**config.mk**
```make
export PLATFORM = sky130hd
export DESIGN_NAME = morse_keyer_encoder
export DESIGN_NICKNAME = d
export VERILOG_FILES = /design/src/rtl/morse_pkg.sv /design/src/rtl/morse_code_rom.sv /design/src/rtl/morse_keyer_encoder.sv
export SDC_FILE = /design/constraint.sdc
export NUM_CORES = 1
export LEC_CHECK = 0
export ABC_AREA = 1
export CAP_MARGIN = 20
export CELL_PAD_IN_SITES_DETAIL_PLACEMENT = 1
export CELL_PAD_IN_SITES_GLOBAL_PLACEMENT = 2
export CORE_MARGIN = 3
export CORE_UTILIZATION = 33
export CTS_BUF_LIST = sky130_fd_sc_hd__clkbuf_4 sky130_fd_sc_hd__clkbuf_8
export CTS_CLUSTER_SIZE = 28
export DETAILED_ROUTE_END_ITERATION = 10
export GPL_TIMING_DRIVEN = 0
export PLACE_DENSITY_LB_ADDON = 0.1
export SYNTH_ARGS = -nofsm -noshare
export SYNTH_HDL_FRONTEND = slang
export SYNTH_SLANG_ARGS = --single-unit
```
**constraint.sdc**
```tcl
create_clock -name clk -period 7.3 [get_ports clk]
set_input_delay 1.46 -clock clk [delete_from_list [all_inputs] [get_ports clk]]
set_output_delay 1.46 -clock clk [all_outputs]
set_load 0.01 [all_outputs]
```
**src/rtl/morse_pkg.sv**
```systemverilog
`default_nettype none
// ============================================================================
// Module   : morse_pkg
// Brief    : Shared state encoding, timing unit counts and symbol packing
//            helper for the Morse keyer encoder.
// Revision : 1.0 - initial release
// ============================================================================
package morse_pkg;

    localparam logic [2:0] c_IDLE    = 3'd0;
    localparam logic [2:0] c_LOAD    = 3'd1;
    localparam logic [2:0] c_MARK    = 3'd2;
    localparam logic [2:0] c_SYMGAP  = 3'd3;
    localparam logic [2:0] c_CHARGAP = 3'd4;
    localparam logic [2:0] c_WORDGAP = 3'd5;

    localparam int c_DIT_UNITS     = 1;
    localparam int c_DAH_UNITS     = 3;
    localparam int c_SYMGAP_UNITS  = 1;
    localparam int c_CHARGAP_UNITS = 3;
    localparam int c_WORDGAP_UNITS = 4;

    localparam logic [1:0] c_TERM        = 2'b11;
    localparam int         c_MAX_CORE_LEN = 10;
    localparam logic [7:0] c_ASCII_SPACE = 8'h20;

    // pattern is left-aligned (bit 4 = first symbol, 1 = dah); returns {core, core_len}
    function automatic logic [c_MAX_CORE_LEN+3:0] pack_symbols(input logic [4:0] pattern,
                                                              input logic [2:0] count);
        logic [c_MAX_CORE_LEN-1:0] core;
        logic [3:0]                len;
        core = '0;
        len  = '0;
        for (int i = 0; i < 5; i++) begin
            if (3'(i) < count) begin
                if (pattern[4-i]) begin
                    core = {core[c_MAX_CORE_LEN-3:0], 2'b10};
                    len  = len + 4'd2;
                end else begin
                    core = {core[c_MAX_CORE_LEN-2:0], 1'b0};
                    len  = len + 4'd1;
                end
            end
        end
        return {core, len};
    endfunction

endpackage
`default_nettype wire

```
**src/rtl/morse_code_rom.sv**
```systemverilog
`default_nettype none
// ============================================================================
// Module   : morse_code_rom
// Brief    : Combinational ASCII to packed Morse core lookup (letters folded
//            to upper case, digits, space).
// Revision : 1.0 - initial release
// ============================================================================
module morse_code_rom
    import morse_pkg::*;
(
    input  logic [7:0]                i_char,
    output logic [c_MAX_CORE_LEN-1:0] o_core,
    output logic [3:0]                o_core_len,
    output logic                      o_space,
    output logic                      o_valid
);

    logic [7:0] w_upper;
    logic [4:0] w_pattern;
    logic [2:0] w_count;

    always_comb begin
        w_upper   = (i_char >= "a" && i_char <= "z") ? (i_char - 8'h20) : i_char;
        w_pattern = '0;
        w_count   = '0;
        o_valid   = 1'b1;
        o_space   = 1'b0;
        case (w_upper)
            "A": {w_pattern, w_count} = {5'b01000, 3'd2};
            "B": {w_pattern, w_count} = {5'b10000, 3'd4};
            "C": {w_pattern, w_count} = {5'b10100, 3'd4};
            "D": {w_pattern, w_count} = {5'b10000, 3'd3};
            "E": {w_pattern, w_count} = {5'b00000, 3'd1};
            "F": {w_pattern, w_count} = {5'b00100, 3'd4};
            "G": {w_pattern, w_count} = {5'b11000, 3'd3};
            "H": {w_pattern, w_count} = {5'b00000, 3'd4};
            "I": {w_pattern, w_count} = {5'b00000, 3'd2};
            "J": {w_pattern, w_count} = {5'b01110, 3'd4};
            "K": {w_pattern, w_count} = {5'b10100, 3'd3};
            "L": {w_pattern, w_count} = {5'b01000, 3'd4};
            "M": {w_pattern, w_count} = {5'b11000, 3'd2};
            "N": {w_pattern, w_count} = {5'b10000, 3'd2};
            "O": {w_pattern, w_count} = {5'b11100, 3'd3};
            "P": {w_pattern, w_count} = {5'b01100, 3'd4};
            "Q": {w_pattern, w_count} = {5'b11010, 3'd4};
            "R": {w_pattern, w_count} = {5'b01000, 3'd3};
            "S": {w_pattern, w_count} = {5'b00000, 3'd3};
            "T": {w_pattern, w_count} = {5'b10000, 3'd1};
            "U": {w_pattern, w_count} = {5'b00100, 3'd3};
            "V": {w_pattern, w_count} = {5'b00010, 3'd4};
            "W": {w_pattern, w_count} = {5'b01100, 3'd3};
            "X": {w_pattern, w_count} = {5'b10010, 3'd4};
            "Y": {w_pattern, w_count} = {5'b10110, 3'd4};
            "Z": {w_pattern, w_count} = {5'b11000, 3'd4};
            "0": {w_pattern, w_count} = {5'b11111, 3'd5};
            "1": {w_pattern, w_count} = {5'b01111, 3'd5};
            "2": {w_pattern, w_count} = {5'b00111, 3'd5};
            "3": {w_pattern, w_count} = {5'b00011, 3'd5};
            "4": {w_pattern, w_count} = {5'b00001, 3'd5};
            "5": {w_pattern, w_count} = {5'b00000, 3'd5};
            "6": {w_pattern, w_count} = {5'b10000, 3'd5};
            "7": {w_pattern, w_count} = {5'b11000, 3'd5};
            "8": {w_pattern, w_count} = {5'b11100, 3'd5};
            "9": {w_pattern, w_count} = {5'b11110, 3'd5};
            c_ASCII_SPACE: o_space = 1'b1;
            default:       o_valid = 1'b0;
        endcase
        {o_core, o_core_len} = pack_symbols(w_pattern, w_count);
    end

endmodule
`default_nettype wire

```
**src/rtl/morse_keyer_encoder.sv**
```systemverilog
`default_nettype none
// ============================================================================
// Module   : morse_keyer_encoder
// Brief    : Accepts ASCII characters over valid/ready, emits the packed Morse
//            code word and a timed, registered on/off key signal.
// Revision : 1.0 - initial release
// ============================================================================
module morse_keyer_encoder
    import morse_pkg::*;
#(
    parameter int UNIT_CYCLES = 100_000
) (
    input  logic        clk,
    input  logic        rst_n,
    input  logic        in_valid,
    input  logic [7:0]  in_char,
    output logic        in_ready,
    output logic        code_valid,
    output logic [31:0] code_bits,
    output logic [5:0]  code_len,
    output logic        key_out,
    output logic        busy,
    output logic        err
);

    // Sized to hold the longest interval (the word gap) in one counter.
    localparam int c_CNT_W = $clog2(c_WORDGAP_UNITS * UNIT_CYCLES);

    localparam logic [c_CNT_W-1:0] c_DIT_LAST     = c_CNT_W'(c_DIT_UNITS * UNIT_CYCLES - 1);
    localparam logic [c_CNT_W-1:0] c_DAH_LAST     = c_CNT_W'(c_DAH_UNITS * UNIT_CYCLES - 1);
    localparam logic [c_CNT_W-1:0] c_SYMGAP_LAST  = c_CNT_W'(c_SYMGAP_UNITS * UNIT_CYCLES - 1);
    localparam logic [c_CNT_W-1:0] c_CHARGAP_LAST = c_CNT_W'(c_CHARGAP_UNITS * UNIT_CYCLES - 1);
    localparam logic [c_CNT_W-1:0] c_WORDGAP_LAST = c_CNT_W'(c_WORDGAP_UNITS * UNIT_CYCLES - 1);

    logic [2:0]                r_state, w_next_state;
    logic [c_CNT_W-1:0]        r_cnt, w_cnt_next, w_limit;
    logic [3:0]                r_ptr, w_ptr_next;
    logic [31:0]               r_code_bits;
    logic [5:0]                r_code_len;
    logic                      r_code_valid, r_err, r_key, r_space;

    logic [c_MAX_CORE_LEN-1:0] w_rom_core;
    logic [3:0]                w_rom_len;
    logic                      w_rom_space, w_rom_valid;
    logic                      w_accept, w_dah, w_last;
    logic [c_MAX_CORE_LEN-1:0] w_core;

    morse_code_rom u_rom (
        .i_char     (in_char),
        .o_core     (w_rom_core),
        .o_core_len (w_rom_len),
        .o_space    (w_rom_space),
        .o_valid    (w_rom_valid)
    );

    assign w_accept = in_valid && (r_state == c_IDLE);
    assign w_core   = r_code_bits[c_MAX_CORE_LEN+1:2];
    // A dah is stored as "10", so a 1 at the pointer marks a dah spanning two bits.
    assign w_dah    = w_core[r_ptr];
    assign w_last   = w_dah ? (r_ptr == 4'd1) : (r_ptr == 4'd0);

    always_comb begin
        w_next_state = r_state;
        w_ptr_next   = r_ptr;
        w_limit      = '0;
        case (r_state)
            c_IDLE: begin
                if (w_accept && w_rom_valid) w_next_state = c_LOAD;
            end
            c_LOAD: begin
                w_ptr_next   = r_code_len[3:0] - 4'd3;
                w_next_state = r_space ? c_WORDGAP : c_MARK;
            end
            c_MARK: begin
                w_limit = w_dah ? c_DAH_LAST : c_DIT_LAST;
                if (r_cnt == w_limit) begin
                    w_ptr_next   = r_ptr - (w_dah ? 4'd2 : 4'd1);
                    w_next_state = w_last ? c_CHARGAP : c_SYMGAP;
                end
            end
            c_SYMGAP: begin
                w_limit = c_SYMGAP_LAST;
                if (r_cnt == w_limit) w_next_state = c_MARK;
            end
            c_CHARGAP: begin
                w_limit = c_CHARGAP_LAST;
                if (r_cnt == w_limit) w_next_state = c_IDLE;
            end
            c_WORDGAP: begin
                w_limit = c_WORDGAP_LAST;
                if (r_cnt == w_limit) w_next_state = c_IDLE;
            end
            default: w_next_state = c_IDLE;
        endcase
        w_cnt_next = (w_next_state != r_state || r_state == c_IDLE) ? '0 : r_cnt + 1'b1;
    end

    always_ff @(posedge clk) begin
        if (!rst_n) begin
            r_state      <= c_IDLE;
            r_cnt        <= '0;
            r_ptr        <= '0;
            r_code_bits  <= '0;
            r_code_len   <= '0;
            r_code_valid <= 1'b0;
            r_err        <= 1'b0;
            r_key        <= 1'b0;
            r_space      <= 1'b0;
        end else begin
            r_state      <= w_next_state;
            r_cnt        <= w_cnt_next;
            r_ptr        <= w_ptr_next;
            r_code_valid <= w_accept && w_rom_valid;
            r_err        <= w_accept && !w_rom_valid;
            r_key        <= (r_state == c_MARK);
            if (w_accept && w_rom_valid) begin
                r_code_bits <= {{(32-c_MAX_CORE_LEN-2){1'b0}}, w_rom_core, c_TERM};
                r_code_len  <= {2'b00, w_rom_len} + 6'd2;
                r_space     <= w_rom_space;
            end
        end
    end

    assign in_ready   = (r_state == c_IDLE);
    assign busy       = (r_state != c_IDLE);
    assign code_valid = r_code_valid;
    assign code_bits  = r_code_bits;
    assign code_len   = r_code_len;
    assign key_out    = r_key;
    assign err        = r_err;

endmodule
`default_nettype wire

```
==> impl_metrics.json <==
{
  "status": "finished, final reports clean",
  "peakVddDrop_v": 0.0000567,
  "fin_crit_ns": 6.38,
  "via_count": 4227,
  "rows": 39,
  "avgRoutedWirePerCell_um": 14.6,
  "worst_slack_ns": 0.923,
  "area.growth.synth_to_final_pct": 16.2,
  "syn_area_per_cell_sq_um": 6.26,
  "worstMarginPinSlew_ns": 0.845,
  "cts_max_level": 2,
  "drc": 0,
  "power.total_mw": 0.596,
  "cp.arrival_ns": 6.57,
  "synth_area_sq_um": 4000,
  "grt_use_total_pct": 18.2,
  "synth_seq_cells": 45,
  "rr_worst_depth": 15,
  "cp.required_ns": 7.50,
  "synth_warnings": 0,
  "timing.hold.ws_ns": 0.470,
  "crit_fanout": 10,
  "die_area_sq_um": 13500,
  "period_share_pct": 87.4,
  "place_ws_ns": 0.617,
  "grt_max_degree": 13,
  "die_w_um": 116,
  "holdBufCountCts": 0,
  "die_height_um": 116,
  "dr.first_iter.drc_count": 145,
  "drive_gt1_share_pct": 13.1,
  "hold_viol": 0,
  "cts_tree": "built",
  "antenna_found_initial": 0,
  "first_global_vias": 4113,
  "cts_resized": 0,
  "cp-end-kind": "register",
  "layout.cells.most_common": "nand2_1",
  "postCtsSetupBuffers": 0,
  "setup_tns_ns": 0,
  "ys_types": 50,
  "grt_pass1_wl_um": 20300,
  "diodes": 0,
  "routed_via_density": 5.03,
  "finalSetupViolations": 0,
  "cts_num_sinks": 45,
  "insertion_delay_ns": 0.30,
  "crit_path_start_kind": "input pin",
  "cts_buffers": 5,
  "grt_overflow": 0,
  "ant_nets": 0,
  "hp-class": "reg2reg",
  "critPathSlowestCell": "clkdlybuf4s50_1",
  "drv_cap": 0,
  "place_congestion": 0.846,
  "fmax_ghz": 0.157,
  "syn_inst": 639,
  "min_path_cells": 1,
  "rsz0062_at_grt": "no",
  "power.density_nw_per_um2": 128,
  "ys_seq_area_share_pct": 22.5,
  "dp_hpwl_um": 10200,
  "leakage_nw": 2.15,
  "slew_headroom_pct": 43.5,
  "place_inst": 833,
  "critPathMaxStageDelay_ns": 0.53,
  "critPathKind": "in2reg",
  "finalWirelength_um": 12300,
  "clk_pin_slew_worst_paths_ns": 0.08,
  "layout_common_cells": "112 x nand2_1, 103 x nor2_1, 87 x inv_1, 54 x nand3_1, 45 x dfxtp_1",
  "core_sq_um": 11600,
  "skew_ns": 0.00847,
  "ctsRootBufferMaster": "clkbuf_8",
  "report.final.slew_viol_count": 0,
  "clock_path_buffers": 2,
  "start_util_pct": 34.5,
  "ios": 54,
  "dr.pass1.iters": 4,
  "final-instance-count-excl-fill": 840,
  "port_buffers": 30,
  "num-nets-final": 721
}
[report_power, final]
| part | switching, mW | internal (mW) |
|---|---|---|
| Combinational | 0.109 | 0.0639 |
| Clock | 0.0852 | 0.0790 |
| Sequential | 0.00689 | 0.252 |
[worst max-delay path, delay by kind of cell]
family | cells | cell delay [ns]
compound gates | 4 | 0.73
fa+ha+maj | 4 | 1.12
buf+inv | 7 | 1.12
simple gates | 18 | 2.11
[cell type report]
cell class | instances | area [sq um]
Sequential cell | 45 | 901
Timing Repair Buffer | 30 | 300
Multi-Input combinational cell | 489 | 2600
Fill cell | 1585 | 6960
Clock buffer | 7 | 90.1
Tap cell | 143 | 179
Buffer | 32 | 225
Inverter | 94 | 353
[flip-flops by register name, summed over array words and instances, names as in the netlist]
signal / count
r_cnt: 19
code_bits: 10
code_len: 5
r_ptr: 4
r_state: 3
code_valid: 1
err: 1
key_out: 1
r_space: 1
[path summary, 6_finish.rpt]
check	start	to	slack, ns
worst max-delay path	in_char[2]	code_len[2]$_SDFFE_PN0P_	0.92
worst min-delay path	r_cnt[0]$_SDFF_PP0_	r_cnt[0]$_SDFF_PP0_	0.47
worst max register to register	r_ptr[0]$_SDFFE_PN0P_	r_cnt[3]$_SDFF_PP0_	3.91
worst min register to register	r_cnt[0]$_SDFF_PP0_	r_cnt[0]$_SDFF_PP0_	0.47
[stage by stage]
stage | area [sq um] | utilization (%)
2_1_floorplan | 4080 | -
4_1_cts | 4650 | 40.0
5_1_grt | 4650 | 40.0
3_3_place_gp | 4560 | 39.3
6_report | 4650 | 40.0
3_5_place_dp | 4560 | 39.3
[cells by family after synthesis]
family / after synthesis / share of synthesized area [%]
adders and majority gates: 13 / 4.25
buffers and inverters: 126 / 14.4
DFF: 45 / 22.5
AOI/OAI and AO/OA: 92 / 14.4
xor gates and xnor gates: 8 / 1.75
other: 1 / 0.0937
and+or+nand+nor: 354 / 42.6
[cell usage after synthesis (all sizes together)]
| cell type | n | area, sq um |
|---|---|---|
| nor3 | 10 | 55.1 |
| a22oi | 1 | 7.51 |
| conb | 1 | 3.75 |
| ha | 12 | 150 |
| o211ai | 7 | 57.6 |
| o21a | 2 | 15.0 |
| clkinv | 1 | 3.75 |
| xnor2 | 2 | 17.5 |
| o41ai | 2 | 17.5 |
| nor4 | 6 | 37.5 |
| buf | 29 | 214 |
| nand2 | 128 | 536 |
| nor3b | 8 | 60.1 |
| nand3b | 3 | 22.5 |
| o2111ai | 1 | 26.3 |
| o22ai | 4 | 25.0 |
| and3 | 2 | 12.5 |
| xor2 | 6 | 52.6 |
| o32ai | 1 | 8.76 |
| a211o | 1 | 8.76 |
| a211oi | 8 | 60.1 |
| o311ai | 1 | 8.76 |
| nand3 | 64 | 370 |
| and2 | 1 | 6.26 |
| fa | 1 | 20.0 |
| or2 | 4 | 25.0 |
| a21oi | 31 | 163 |
| nor2 | 116 | 498 |
| nand4 | 12 | 81.3 |
| dfxtp | 45 | 901 |
| inv | 93 | 349 |
| clkbuf | 3 | 11.3 |
| a31oi | 4 | 25.0 |
| o21ai | 28 | 144 |
| a221oi | 1 | 8.76 |
[per-layer routing]
layer | vias to the layer above | global-route usage, % | routed length (um)
li1 | 2161 | - | -
met1 | 1997 | 25.4 | 5930
met2 | 58 | 30.9 | 5890
met3 | 11 | 1.50 | 298
met4 | 0 | 3.87 | 139
met5 | - | 0 | 0
Power figures use the tool's default switching activity.
